**src/rtl/ddr_port_arbiter.sv**
```systemverilog
// Round-robin burst arbiter that multiplexes NumReq requesters onto one DDR port.
// config_pkg carries the DDR word/address types shared with the memory side.
package config_pkg;
   localparam int DdrAddrWidth = 16;
   localparam int DdrDataWidth = 32;
   typedef logic [DdrAddrWidth-1:0] ddr_address_t;
   typedef logic [DdrDataWidth-1:0] ddr_data_t;
endpackage

module ddr_port_arbiter
   import config_pkg::*;
#(
   parameter int NumReq      = 4,
   parameter int MaxBurst    = 16,
   parameter int ReadLatency = 1
) (
   input  logic                                    clk_i,
   input  logic                                    rst_i,
   input  logic [NumReq-1:0]                       req_valid_i,
   output logic [NumReq-1:0]                       req_ready_o,
   input  logic [NumReq-1:0]                       req_write_i,
   input  ddr_address_t [NumReq-1:0]               req_address_i,
   input  logic [NumReq-1:0][$clog2(MaxBurst)-1:0] req_len_i,
   input  ddr_data_t [NumReq-1:0]                  req_w_data_i,
   output logic [NumReq-1:0]                       beat_o,
   output logic [NumReq-1:0]                       r_valid_o,
   output ddr_data_t                               r_data_o,
   output logic [NumReq-1:0]                       done_o,
   output ddr_address_t                            ddr_w_address_o,
   output logic                                    ddr_w_en_o,
   output ddr_data_t                               ddr_w_data_o,
   output ddr_address_t                            ddr_r_address_o,
   output logic                                    ddr_r_en_o,
   input  ddr_data_t                               ddr_r_data_i
);
   localparam int LenW = $clog2(MaxBurst);
   localparam int PtrW = $clog2(NumReq);
   localparam logic [PtrW:0] NumReqW = (PtrW+1)'(NumReq);

   typedef enum logic [1:0] {IDLE, BURST, DRAIN} state_t;

   state_t                 state_q, state_d;
   logic [PtrW-1:0]        rr_ptr_q, rr_ptr_d;
   logic [PtrW-1:0]        owner_q, owner_d;
   logic                   write_q, write_d;
   ddr_address_t           addr_q, addr_d;
   logic [LenW-1:0]        left_q, left_d;
   logic                   done_w_q, done_w_d;
   logic [ReadLatency-1:0] pipe_vld_q, pipe_vld_d;
   logic [ReadLatency-1:0] pipe_last_q, pipe_last_d;

   logic                   live;
   logic                   grant_found;
   logic [PtrW-1:0]        grant_idx, next_ptr;
   logic [PtrW:0]          cand;
   logic                   ready_en, w_en, r_en;
   logic                   pipe_out_vld, pipe_out_last;

   // Outputs are squashed while reset is held so an abandoned burst never leaks a beat.
   assign live          = !rst_i;
   assign pipe_out_vld  = pipe_vld_q[ReadLatency-1];
   assign pipe_out_last = pipe_vld_q[ReadLatency-1] && pipe_last_q[ReadLatency-1];

   always_comb begin
      grant_found = 1'b0;
      grant_idx   = '0;
      cand        = '0;
      for (int i = 0; i < NumReq; i++) begin
         cand = {1'b0, rr_ptr_q} + (PtrW+1)'(i);
         if (cand >= NumReqW) cand = cand - NumReqW;
         if (!grant_found && req_valid_i[cand[PtrW-1:0]]) begin
            grant_found = 1'b1;
            grant_idx   = cand[PtrW-1:0];
         end
      end
      cand = {1'b0, grant_idx} + (PtrW+1)'(1);
      if (cand >= NumReqW) cand = cand - NumReqW;
      next_ptr = cand[PtrW-1:0];
   end

   always_comb begin
      state_d  = state_q;
      rr_ptr_d = rr_ptr_q;
      owner_d  = owner_q;
      write_d  = write_q;
      addr_d   = addr_q;
      left_d   = left_q;
      done_w_d = 1'b0;
      ready_en = 1'b0;
      w_en     = 1'b0;
      r_en     = 1'b0;
      unique case (state_q)
         IDLE: begin
            if (grant_found) begin
               ready_en = 1'b1;
               owner_d  = grant_idx;
               write_d  = req_write_i[grant_idx];
               addr_d   = req_address_i[grant_idx];
               left_d   = req_len_i[grant_idx];
               rr_ptr_d = next_ptr;
               state_d  = BURST;
            end
         end
         BURST: begin
            w_en   = write_q;
            r_en   = !write_q;
            addr_d = addr_q + ddr_address_t'(1);
            left_d = left_q - LenW'(1);
            if (left_q == '0) begin
               state_d  = write_q ? IDLE : DRAIN;
               done_w_d = write_q;
            end
         end
         DRAIN: begin
            if (pipe_out_last) state_d = IDLE;
         end
         default: state_d = IDLE;
      endcase
   end

   // Read-latency pipeline: each stage carries "beat issued" and "was the final beat".
   always_comb begin
      pipe_vld_d  = ReadLatency'({pipe_vld_q, r_en});
      pipe_last_d = ReadLatency'({pipe_last_q, r_en && (left_q == '0)});
   end

   always_ff @(posedge clk_i) begin
      if (rst_i) begin
         state_q     <= IDLE;
         rr_ptr_q    <= '0;
         owner_q     <= '0;
         write_q     <= 1'b0;
         addr_q      <= '0;
         left_q      <= '0;
         done_w_q    <= 1'b0;
         pipe_vld_q  <= '0;
         pipe_last_q <= '0;
      end else begin
         state_q     <= state_d;
         rr_ptr_q    <= rr_ptr_d;
         owner_q     <= owner_d;
         write_q     <= write_d;
         addr_q      <= addr_d;
         left_q      <= left_d;
         done_w_q    <= done_w_d;
         pipe_vld_q  <= pipe_vld_d;
         pipe_last_q <= pipe_last_d;
      end
   end

   // owner_q still names the finishing requester in the done cycle, even if a new grant happens.
   generate
      for (genvar gi = 0; gi < NumReq; gi++) begin : g_port
         logic is_owner;
         assign is_owner        = (owner_q == PtrW'(gi));
         assign req_ready_o[gi] = live && ready_en && (grant_idx == PtrW'(gi));
         assign beat_o[gi]      = live && w_en && is_owner;
         assign r_valid_o[gi]   = live && pipe_out_vld && is_owner;
         assign done_o[gi]      = live && (done_w_q || pipe_out_last) && is_owner;
      end
   endgenerate

   assign ddr_w_en_o      = live && w_en;
   assign ddr_w_address_o = ddr_w_en_o ? addr_q : '0;
   assign ddr_w_data_o    = ddr_w_en_o ? req_w_data_i[owner_q] : '0;
   assign ddr_r_en_o      = live && r_en;
   assign ddr_r_address_o = ddr_r_en_o ? addr_q : '0;
   assign r_data_o        = (live && pipe_out_vld) ? ddr_r_data_i : '0;

endmodule

```
**config.mk**
```make
export PLATFORM = sky130hd
export DESIGN_NAME = ddr_port_arbiter
export DESIGN_NICKNAME = d
export VERILOG_FILES = /design/src/rtl/ddr_port_arbiter.sv
export SDC_FILE = /design/constraint.sdc
export NUM_CORES = 1
export LEC_CHECK = 0
export ABC_AREA = 1
export CAP_MARGIN = 20
export CORE_AREA = 8 8 136 138
export CTS_BUF_LIST = sky130_fd_sc_hd__clkbuf_4 sky130_fd_sc_hd__clkbuf_8 sky130_fd_sc_hd__clkbuf_16
export DETAILED_ROUTE_END_ITERATION = 10
export DIE_AREA = 0 0 144 146
export PLACE_DENSITY = 0.67
export SYNTH_ARGS = -nofsm -noshare
export SYNTH_HDL_FRONTEND = slang
export SYNTH_SLANG_ARGS = --single-unit
export TNS_END_PERCENT = 30
```
**constraint.sdc**
```tcl
create_clock -name clk_i -period 2.45 [get_ports clk_i]
set_clock_uncertainty 0.1 [all_clocks]
set_input_delay 0.245 -clock clk_i [delete_from_list [all_inputs] [get_ports clk_i]]
set_output_delay 0.245 -clock clk_i [all_outputs]
set_load 0.01 [all_outputs]
```
# After elaboration in Yosys (flattened, before gate mapping)
# Index checks and enable logic that the tools add are counted.
dict set report totals {
  ff_bits 30
  input_bits 250
  out_inout_bits 114
  elab_cells 131
}
dict set report classes {
  n_addsub 11
  magnitude_cmp 11
  eq_ne 11
  muxes 46
  bitwise 2
  n_reduce_logical 41
}
# op n
set op_table {}
lappend op_table {{32-bit two-way mux} 3}
lappend op_table {{32-bit binary-select mux with 2-bit select} 1}
lappend op_table {{16-bit two-way mux} 4}
lappend op_table {{16-bit binary-select mux with 2-bit select} 1}
lappend op_table {{16-bit case mux with 2 select lines} 1}
lappend op_table {{1-bit logical AND} 26}
lappend op_table {{2-bit two-way mux} 13}
lappend op_table {{2-bit by 3-bit < comparator with 1-bit output (second input constant)} 6}
lappend op_table {{16-bit by 1-bit adder with 16-bit output (second input constant)} 1}
lappend op_table {{1-bit two-way mux} 13}
lappend op_table {{3-bit >= comparator (second input constant)} 4}
lappend op_table {{1-bit binary-select mux with 2-bit select} 5}
lappend op_table {{2-bit == test (second input constant)} 5}
lappend op_table {{2-bit by 1-bit subtractor with 2-bit output (second input constant)} 5}
lappend op_table {{4-bit binary-select mux with 2-bit select} 1}
lappend op_table {{4-bit two-way mux} 2}
lappend op_table {{4-bit case mux with 2 select lines} 1}
lappend op_table {{2-bit by 1-bit adder with 3-bit output (second input constant)} 2}
lappend op_table {{2-bit by 2-bit adder with 3-bit output (second input constant)} 2}
lappend op_table {{2-bit by 1-bit == test with 1-bit output (second input constant)} 3}
lappend op_table {{2-bit logical NOT} 3}
lappend op_table {{2-bit inequality test (second input constant)} 3}
lappend op_table {{2-bit case mux with 3 select lines} 1}
lappend op_table {{1-bit logical NOT} 5}
lappend op_table {{9 further kinds} 11}

# Depth between registers and ports, before layout
# Gate-level depths: netlist of the first run.
dict set report depth {
  word_depth 18
  ltp_mapped 18
  mapped_depth_nobuf 16
}

# Least setup slack after synthesis of the first run
# No wires, ideal clock.
dict set report synth_path {
  path_type {reg-to-reg}
  startpoint {register rr_ptr_q[0]}
  endpoint {register rr_ptr_q[1]}
  setup_time_ps 119
  t_arrival_ps 1902
  required_ps 2231
  slack_ps 329
  stages_incl_launch_ff 16
  n_path_buf 3
  period_less_slack_ps 2121
  cell_sequence {dfxtp_1 -> buf_6 -> inv_6 -> nand2_1 -> nand2_2 -> nand2_1 -> nand2_2 -> nor2_4 -> nand3_4 -> nand3_4 -> inv_2 -> buf_6 -> buf_6 -> ha_1 -> o21ai_0 -> a21oi_1}
}
dict set report synth_between {
  elab_chain_cells 17
  word_cells_on_any_way 42
  classes_between {add/sub (9); order compare (5); mux (21); reduce/logical (7)}
}
# element line_no
set synth_lines {}
lappend synth_lines {{start: declaration} 43} ;# logic [PtrW-1:0] rr_ptr_q, rr_ptr_d;
lappend synth_lines {{start signal: assignment} 140} ;# rr_ptr_q <= rr_ptr_d;
lappend synth_lines {{branches (longest 13 deep; another with 2-bit by 1-bit adder with 3-bit output)} n/a}
lappend synth_lines {{2-bit two-way mux *} 71} ;# if (!grant_found && req_valid_i[cand[PtrW-1:0]]) begin
lappend synth_lines {{net grant_idx[0]} 54} ;# logic [PtrW-1:0] grant_idx, next_ptr;
lappend synth_lines {{2-bit by 1-bit adder with 3-bit output *} 76} ;# cand = {1'b0, grant_idx} + (PtrW+1)'(1);
lappend synth_lines {{3-bit >= comparator / 2-bit by 1-bit subtractor with 2-bit output (equally long branches)} 77} ;# if (cand >= NumReqW) cand = cand - NumReqW;
lappend synth_lines {{2-bit two-way mux *} 77}
lappend synth_lines {{net cand[1]} 55} ;# logic [PtrW:0] cand;
# Mark *: on every way through the listed nets, which the timed path passes. The select of a mux whose other input is x is not followed.
# A chain may end at the register's enable or synchronous reset.

# Worst setup path in the final report of the first run
dict set report layout_path {
  startpoint {register rr_ptr_q[0]}
  endpoint {output req_ready_o[1]}
}
dict set report layout_between {
  elab_chain_cells 18
  word_cells_on_any_way 42
  classes_between {add/sub (7); order compare (4); eq/ne (1); mux (22); reduce/logical (8)}
}
# element line_no
set layout_lines {}
lappend layout_lines {{branches (longest 17 deep; another with 2-bit by 1-bit adder with 3-bit output)} n/a}
lappend layout_lines {{1-bit logical AND *} 156} ;# assign req_ready_o[gi] = live && ready_en && (grant_idx == PtrW'(gi));
lappend layout_lines {{end: declaration} 20} ;# output logic [NumReq-1:0] req_ready_o,
# Mark *: on every way between the ends. The select of a mux whose other input is x is not followed.

==> results of run 1 <==
==> kinds of logic after synthesis <==
group,share of synthesized area
and+or+nand+nor,0.4476
AOI/OAI and AO/OA,0.2170
buffers and inverters,0.1583
xor gates and xnor gates,0.008727
DFF,0.1496
adders and majority gates,0.01870
==> worst min-delay path, delay by kind of cell (launching register included) <==
family,cells,cell delay (ps)
flops,1,310
compound gates,2,160
==> flip-flops by register name, summed over array words and instances (netlist names) <==
signal / cells
pipe_out_vld: 1
rr_ptr_q: 2
owner_q: 2
write_q: 1
pipe_last_q: 1
addr_q: 16
done_w_q: 1
left_q: 4
state_q: 2
==> layout make-up <==
type | instances | area [um2] | share of cell area
well taps | 220 | 275.3 | 0.03257
multi-input cells | 560 | 2868 | 0.3393
clock inverters | 1 | 5.005 | 0.0005922
clock buffers | 7 | 146.4 | 0.01732
repair buffers | 418 | 4159 | 0.4921
diodes | 2 | 5.005 | 0.0005922
inverters | 99 | 384.1 | 0.04545
flip-flops and latches | 30 | 609.3 | 0.07209
==> how the worst max path moves through the flow <==
stage | cells after the start | end | slack [ps]
after CTS | 15 | req_ready_o[1] | -30
final | 15 | req_ready_o[1] | 60
after floorplan | 15 | rr_ptr_q[1] | 330
after global placement | 14 | req_ready_o[3] | -250
after global routing | 14 | req_ready_o[0] | -90
after detailed placement | 14 | req_ready_o[3] | -290
==> layer usage <==
layer | GRT usage | vias up
met5 | 0 | -
met4 | 0.06839 | 0
met3 | 0.05151 | 48
met2 | 0.3627 | 274
met1 | 0.2335 | 2832
li1 | - | 3209
==> cell usage after synthesis (all sizes together) <==
cell	count
dfxtp	30
nor3	1
ha	6
xor2	4
or2	5
a21oi	37
a211oi	1
nand2	151
o21a	1
nand3	130
o21ai	36
o21bai	2
a22oi	32
nor2	108
clkinv	1
o211ai	3
nand4	9
inv	98
buf	17
a31oi	34
clkbuf	34
==> metrics by stage <==
step	util	worst slack, ps	power, uW
3_3_place_gp	0.4980	-248.8	6618
5_1_grt	0.5189	-93.60	8370
6_report	0.5189	56.41	7591
4_1_cts	0.5082	-26.72	7343
2_1_floorplan	-	329.0	4535
3_5_place_dp	0.4980	-292.0	6664
==> power breakdown <==
group	internal, uW	switching (uW)	total, uW
Sequential	699	200	900
Combinational	2620	3450	6060
Clock	413	214	627
Total	3730	3860	7590
==> cell usage in the layout (no fill, tap or decap), drive strengths merged, types with 8 or more instances in the layout <==
master and n:
clkbuf 8, nand2 151, a21oi 37, clkdlybuf4s50 353
buf 58, a31oi 34, a22oi 32, dfxtp 30
nor2 108, inv 98, nand4 9, o21ai 36
nand3 130
==> repair_timing <==
action                     CTS  global route
pin swaps                    2            10
gates cloned                 0             1
gates resized for setup     26            35
setup endpoints to repair    9            44
buffers inserted             0             9
==> flow_results.xml, run 1 <==
<?xml version="1.0" encoding="UTF-8"?>
<metrics>
  <group name="cts">
    <metric name="cts_root_buffer_type" unit="">clkbuf_16</metric>
    <metric name="tritoncts.num_buffers" unit="">5</metric>
    <metric name="clk_latency" unit="ps">270</metric>
    <metric name="clock_tree_from_tritoncts" unit="">built</metric>
    <metric name="worst_setup_hold_path_clk_slew" unit="ps">50</metric>
    <metric name="cts-root-to-sink-buffers" unit="">2</metric>
    <metric name="clock-sinks" unit="">30</metric>
    <metric name="cts_htree_levels" unit="">2</metric>
    <metric name="hold_buf_cts" unit="">0</metric>
  </group>
  <group name="grt">
    <metric name="grt_pass1_vias" unit="">6153</metric>
    <metric name="grt_first_pass_wirelength" unit="mm">34.28</metric>
    <metric name="globalRouteTotalUtil" unit="">0.2055</metric>
    <metric name="grt_antenna_before_repair" unit="">2</metric>
    <metric name="grt_max_degree" unit="">52</metric>
    <metric name="grt-ovfl-total" unit="">0</metric>
  </group>
  <group name="routing">
    <metric name="drtIter0Drc" unit="">281</metric>
    <metric name="vias" unit="">6363</metric>
    <metric name="wl_met3" unit="mm">1.993</metric>
    <metric name="route.final.wire_length" unit="mm">23.10</metric>
    <metric name="route.met2.wl" unit="mm">11.48</metric>
    <metric name="first_pass_iters" unit="">5</metric>
    <metric name="post_drt_wl_per_cell" unit="um">17.28</metric>
    <metric name="detail_route.vias_per_cell" unit="">4.759</metric>
    <metric name="route.top_layer_used" unit="">met4</metric>
    <metric name="drcViolationCount" unit="">0</metric>
    <metric name="met1_wire_length" unit="mm">8.972</metric>
    <metric name="route.antenna.remaining_nets" unit="">0</metric>
  </group>
  <group name="finish">
    <metric name="layout.cell_area.non_filler" unit="um2">8452</metric>
    <metric name="drive_above_1_share" unit="">0.1040</metric>
    <metric name="nets" unit="">1370</metric>
    <metric name="areaGrowthSynthToFinish" unit="%">110.6</metric>
    <metric name="stdcell_count" unit="">1337</metric>
    <metric name="filler_cell_count" unit="">1648</metric>
  </group>
  <group name="critical_path">
    <metric name="crit_arrival" unit="ps">2050</metric>
    <metric name="cp_cell_sequence" unit="">buf_12, inv_8, nand2_2, nand2_4, nand2_2, nand2_2, nor2_4, buf_6, nand3_4, nand3_4, inv_4, ha_2, inv_1, nor2_1, buf_2</metric>
    <metric name="crit_path_start_kind" unit="">flop</metric>
    <metric name="timing.critical_path.slowest_stage_cell" unit="">dfxtp_4</metric>
    <metric name="path_class" unit="">flop to output port</metric>
    <metric name="critical_path.max_fanout" unit="">10</metric>
    <metric name="worst_path_buf_inv" unit="">6</metric>
    <metric name="worstReg2RegEnd" unit="">addr_q[15]</metric>
    <metric name="crit_path_end_kind" unit="">output port</metric>
    <metric name="cp-startpoint" unit="">rr_ptr_q[0]</metric>
    <metric name="critical_path.max_stage_delay" unit="ps">360</metric>
    <metric name="critPathMostFrequentCell" unit="">nand2_2</metric>
    <metric name="reg2reg_depth" unit="">17</metric>
    <metric name="critPathTopFamily" unit="">simple AND/OR/NAND/NOR gates</metric>
    <metric name="critical_path_required_time" unit="ps">2110</metric>
    <metric name="critical_path.reg2reg.startpoint" unit="">rr_ptr_q[1]</metric>
    <metric name="worst-r2r-setup-slack" unit="ps">150</metric>
  </group>
  <group name="yosys">
    <metric name="netlist_top_cells_area" unit="">nand3_1, dfxtp_1, nand2_1</metric>
    <metric name="synthesis.nets" unit="">996</metric>
    <metric name="syn_area_per_cell" unit="um2">5.424</metric>
    <metric name="ys.warnings.count" unit="">0</metric>
    <metric name="synthDistinctLibCells" unit="">36</metric>
    <metric name="yosys_register_bits" unit="">30</metric>
    <metric name="synthesis.area" unit="um2">4014</metric>
    <metric name="yosys.area.top_type_share" unit="">0.1584</metric>
    <metric name="instance_count_of_the_mapped_netlist" unit="">740</metric>
    <metric name="yosysSeqAreaShare" unit="">0.1496</metric>
    <metric name="synth_top_area_cell" unit="">nand3_1</metric>
  </group>
  <group name="min_path">
    <metric name="hp_class" unit="">flop to flop</metric>
    <metric name="holdPathEnd" unit="">left_q[1]</metric>
    <metric name="hold_path_startpoint" unit="">left_q[1]</metric>
    <metric name="whs_path_depth" unit="">2</metric>
  </group>
  <group name="sta">
    <metric name="relSlewSlack" unit="">0.7487</metric>
    <metric name="grt_setup_unrepaired" unit="">yes</metric>
    <metric name="setup_total_negative_slack" unit="ps">0</metric>
    <metric name="hold_ws" unit="ps">416.1</metric>
    <metric name="final_setup_vio_count" unit="">0</metric>
    <metric name="report.final.hold_viol_count" unit="">0</metric>
    <metric name="timing_worst_slew_pin_value" unit="ps">376.9</metric>
    <metric name="final_max_slew_viol_count" unit="">0</metric>
    <metric name="fmax" unit="GHz">0.4178</metric>
    <metric name="post_layout_min_period" unit="ps">2394</metric>
    <metric name="layout_worst_path_cycle_share" unit="">0.9770</metric>
  </group>
  <group name="die">
    <metric name="floorplan.initialDensity" unit="">0.2464</metric>
    <metric name="die_area" unit="um2">21020</metric>
    <metric name="placement_rows" unit="">47</metric>
    <metric name="chipHeight" unit="um">146</metric>
    <metric name="fp.dieW" unit="um">144</metric>
    <metric name="coreArea" unit="um2">16290</metric>
    <metric name="ioPinCount" unit="">364</metric>
  </group>
  <group name="power">
    <metric name="static_leakage" unit="uW">0.003577</metric>
    <metric name="ir_drop" unit="mV">0.5676</metric>
    <metric name="pwr_density_cell" unit="nW/um2">898.1</metric>
  </group>
  <group name="placement">
    <metric name="placed_cell_area" unit="um2">8113</metric>
    <metric name="port_buffers" unit="">363</metric>
    <metric name="gp_congestion" unit="">0.8730</metric>
    <metric name="detailed_place_hpwl" unit="mm">18.97</metric>
    <metric name="placed_cells_incl_taps" unit="">1317</metric>
  </group>
  <group name="flow_run">
    <metric name="cap_viol_max_count" unit="">0</metric>
  </group>
  <group name="run_status">
    <metric name="status" unit="">finished, final reports clean</metric>
  </group>
</metrics>
Note: power is estimated with default switching activity, not from simulation.
==> inputs of run 2 (changes only) <==
- clock period: 2.45 -> 2.25 ns (I/O delays scaled with it)
==> flow_results.xml, run 2 (synthesis gave the netlist of run 1 again) <==
<?xml version="1.0" encoding="UTF-8"?>
<metrics>
  <group name="critical_path">
    <metric name="path_class" unit="">flop to output port</metric>
    <metric name="crit_path_end_kind" unit="">output port</metric>
    <metric name="crit_path_start_kind" unit="">flop</metric>
    <metric name="critical_path.max_fanout" unit="">6</metric>
    <metric name="critical_path_required_time" unit="ps">1920</metric>
    <metric name="crit_arrival" unit="ps">2080</metric>
  </group>
  <group name="sta">
    <metric name="grt_setup_unrepaired" unit="">yes</metric>
    <metric name="relSlewSlack" unit="">0.7971</metric>
    <metric name="layout_worst_path_cycle_share" unit="">1.068</metric>
    <metric name="post_layout_min_period" unit="ps">2403</metric>
    <metric name="timing_worst_slew_pin_value" unit="ps">304.3</metric>
    <metric name="final_setup_slack_of_the_worst_path" unit="ps">-152.7</metric>
    <metric name="final_setup_vio_count" unit="">9</metric>
    <metric name="report.final.hold_viol_count" unit="">0</metric>
    <metric name="setup_total_negative_slack" unit="ps">-570.4</metric>
    <metric name="fmax" unit="GHz">0.4162</metric>
    <metric name="final_max_slew_viol_count" unit="">0</metric>
  </group>
  <group name="finish">
    <metric name="layout.cell_area.non_filler" unit="um2">8782</metric>
    <metric name="largest_reg_flops" unit="">16</metric>
    <metric name="drive_above_1_share" unit="">0.1290</metric>
    <metric name="regMostFlops" unit="">addr_q</metric>
    <metric name="areaGrowthSynthToFinish" unit="%">118.8</metric>
    <metric name="layout.cells.most_common_list" unit="">clkdlybuf4s50_1, nand2_1, nand3_1, nor2_1, inv_1</metric>
    <metric name="final_core_util" unit="">0.5391</metric>
    <metric name="mostFrequentLayoutCell" unit="">clkdlybuf4s50_1</metric>
    <metric name="leading_registers_by_flop_count" unit="">addr_q: 16 flops, left_q: 4 flops</metric>
    <metric name="filler_cell_count" unit="">1674</metric>
    <metric name="nets" unit="">1379</metric>
  </group>
  <group name="die">
    <metric name="fp.dieW" unit="um">144</metric>
    <metric name="chipHeight" unit="um">146</metric>
    <metric name="die_area" unit="um2">21020</metric>
    <metric name="coreArea" unit="um2">16290</metric>
    <metric name="placement_rows" unit="">47</metric>
    <metric name="floorplan.initialDensity" unit="">0.2464</metric>
    <metric name="ioPinCount" unit="">364</metric>
  </group>
  <group name="run_status">
    <metric name="failed_checks" unit="">negative setup slack</metric>
    <metric name="status" unit="">finished with violations</metric>
  </group>
  <group name="power">
    <metric name="static_leakage" unit="uW">0.004581</metric>
    <metric name="ir_drop" unit="mV">0.5735</metric>
    <metric name="pwr_density_cell" unit="nW/um2">1036</metric>
    <metric name="power" unit="uW">9101</metric>
  </group>
  <group name="cts">
    <metric name="clock-sinks" unit="">30</metric>
    <metric name="clock_tree_from_tritoncts" unit="">built</metric>
    <metric name="cts-root-to-sink-buffers" unit="">2</metric>
    <metric name="cts_htree_levels" unit="">2</metric>
    <metric name="cts_root_buffer_type" unit="">clkbuf_16</metric>
    <metric name="worst_setup_hold_path_clk_slew" unit="ps">50</metric>
    <metric name="tritoncts.num_buffers" unit="">5</metric>
    <metric name="clk_latency" unit="ps">280</metric>
  </group>
  <group name="routing">
    <metric name="detail_route.vias_per_cell" unit="">4.777</metric>
    <metric name="route.antenna.remaining_nets" unit="">0</metric>
    <metric name="post_drt_wl_per_cell" unit="um">17.77</metric>
    <metric name="first_pass_iters" unit="">5</metric>
    <metric name="vias" unit="">6430</metric>
    <metric name="drtIter0Drc" unit="">298</metric>
    <metric name="drcViolationCount" unit="">0</metric>
    <metric name="route.final.wire_length" unit="mm">23.92</metric>
  </group>
  <group name="grt">
    <metric name="grt_antenna_before_repair" unit="">2</metric>
    <metric name="grt-ovfl-total" unit="">0</metric>
    <metric name="globalRouteTotalUtil" unit="">0.2101</metric>
    <metric name="grt_first_pass_wirelength" unit="mm">34.91</metric>
    <metric name="grt_pass1_vias" unit="">6138</metric>
    <metric name="grt_max_degree" unit="">45</metric>
  </group>
  <group name="placement">
    <metric name="preCtsSetupSlack" unit="ps">-450.8</metric>
    <metric name="port_buffers" unit="">363</metric>
    <metric name="detailed_place_hpwl" unit="mm">18.93</metric>
    <metric name="gp_congestion" unit="">0.8762</metric>
    <metric name="placed_cell_area" unit="um2">8118</metric>
  </group>
  <group name="min_path">
    <metric name="hp_class" unit="">flop to flop</metric>
  </group>
  <group name="flow_run">
    <metric name="cap_viol_max_count" unit="">0</metric>
  </group>
</metrics>
## run 2: metrics by stage
step | cells | hold slack [ps]
after detailed placement | 1318 | 399.3
after global routing | 1346 | 424.5
after floorplan | 740 | 194.1
final | 1346 | 415.3
after global placement | 1318 | 398.1
after CTS | 1336 | 419.4
## run 2: path summary, 6_finish.rpt
| path | startpoint | to | slack (ps) | cells after the start |
|---|---|---|---|---|
| worst min-delay path | left_q[1] | left_q[1] | 420 | 2 |
| worst max-delay path | rr_ptr_q[0] | req_ready_o[1] | -150 | 16 |
| worst max register to register | rr_ptr_q[0] | left_q[0] | -40 | 18 |
| worst min register to register | left_q[1] | left_q[1] | 420 | 2 |
## run 2: timing repair
item	4_1_cts	5_1_grt
resized for setup	114	78
pin swaps	4	16
hold buffers	0	0
gates cloned	3	3
buffers inserted	7	7
setup endpoints to repair	102	79
## run 2: report_power, final
| part | switching [uW] | internal (uW) | total, uW |
|---|---|---|---|
| registers | 216 | 765 | 981 |
| clock network | 237 | 450 | 687 |
| logic | 4150 | 3290 | 7430 |
## run 2: layer usage
metal,routed length [um],track usage,share of wire,up-vias
met4,638,0.06786,0.027,0
met1,9291,0.2398,0.39,2896
li1,-,-,-,3222
met2,11840,0.3646,0.49,280
met3,2148,0.06102,0.090,32
met5,0,0,0,-
## run 2: cell type report
type                       instances  area, um2  area share
timing repair buffer             426       4349      0.4952
tap                              220      275.3     0.03134
antenna                            2      5.005   0.0005699
sequential                        30      613.1     0.06981
clock inverter                     1      5.005   0.0005699
timing repair inverter             1      8.758   0.0009973
multi-input combinational        560       2984      0.3398
clock buffer                       7      146.4     0.01667
inverter                          99      395.4     0.04502
## run 2: critical path, stage by stage, from the launching register on
cell	delay, ps
dfxtp_4	380
buf_12	150
inv_12	40
nand2_4	50
nand2_4	60
buf_4	140
nand2_1	50
nand2_1	60
nand2_2	90
nand2_2	70
nand2_4	70
nand3_4	130
inv_4	130
ha_4	130
inv_2	20
nor2_1	90
buf_2	140
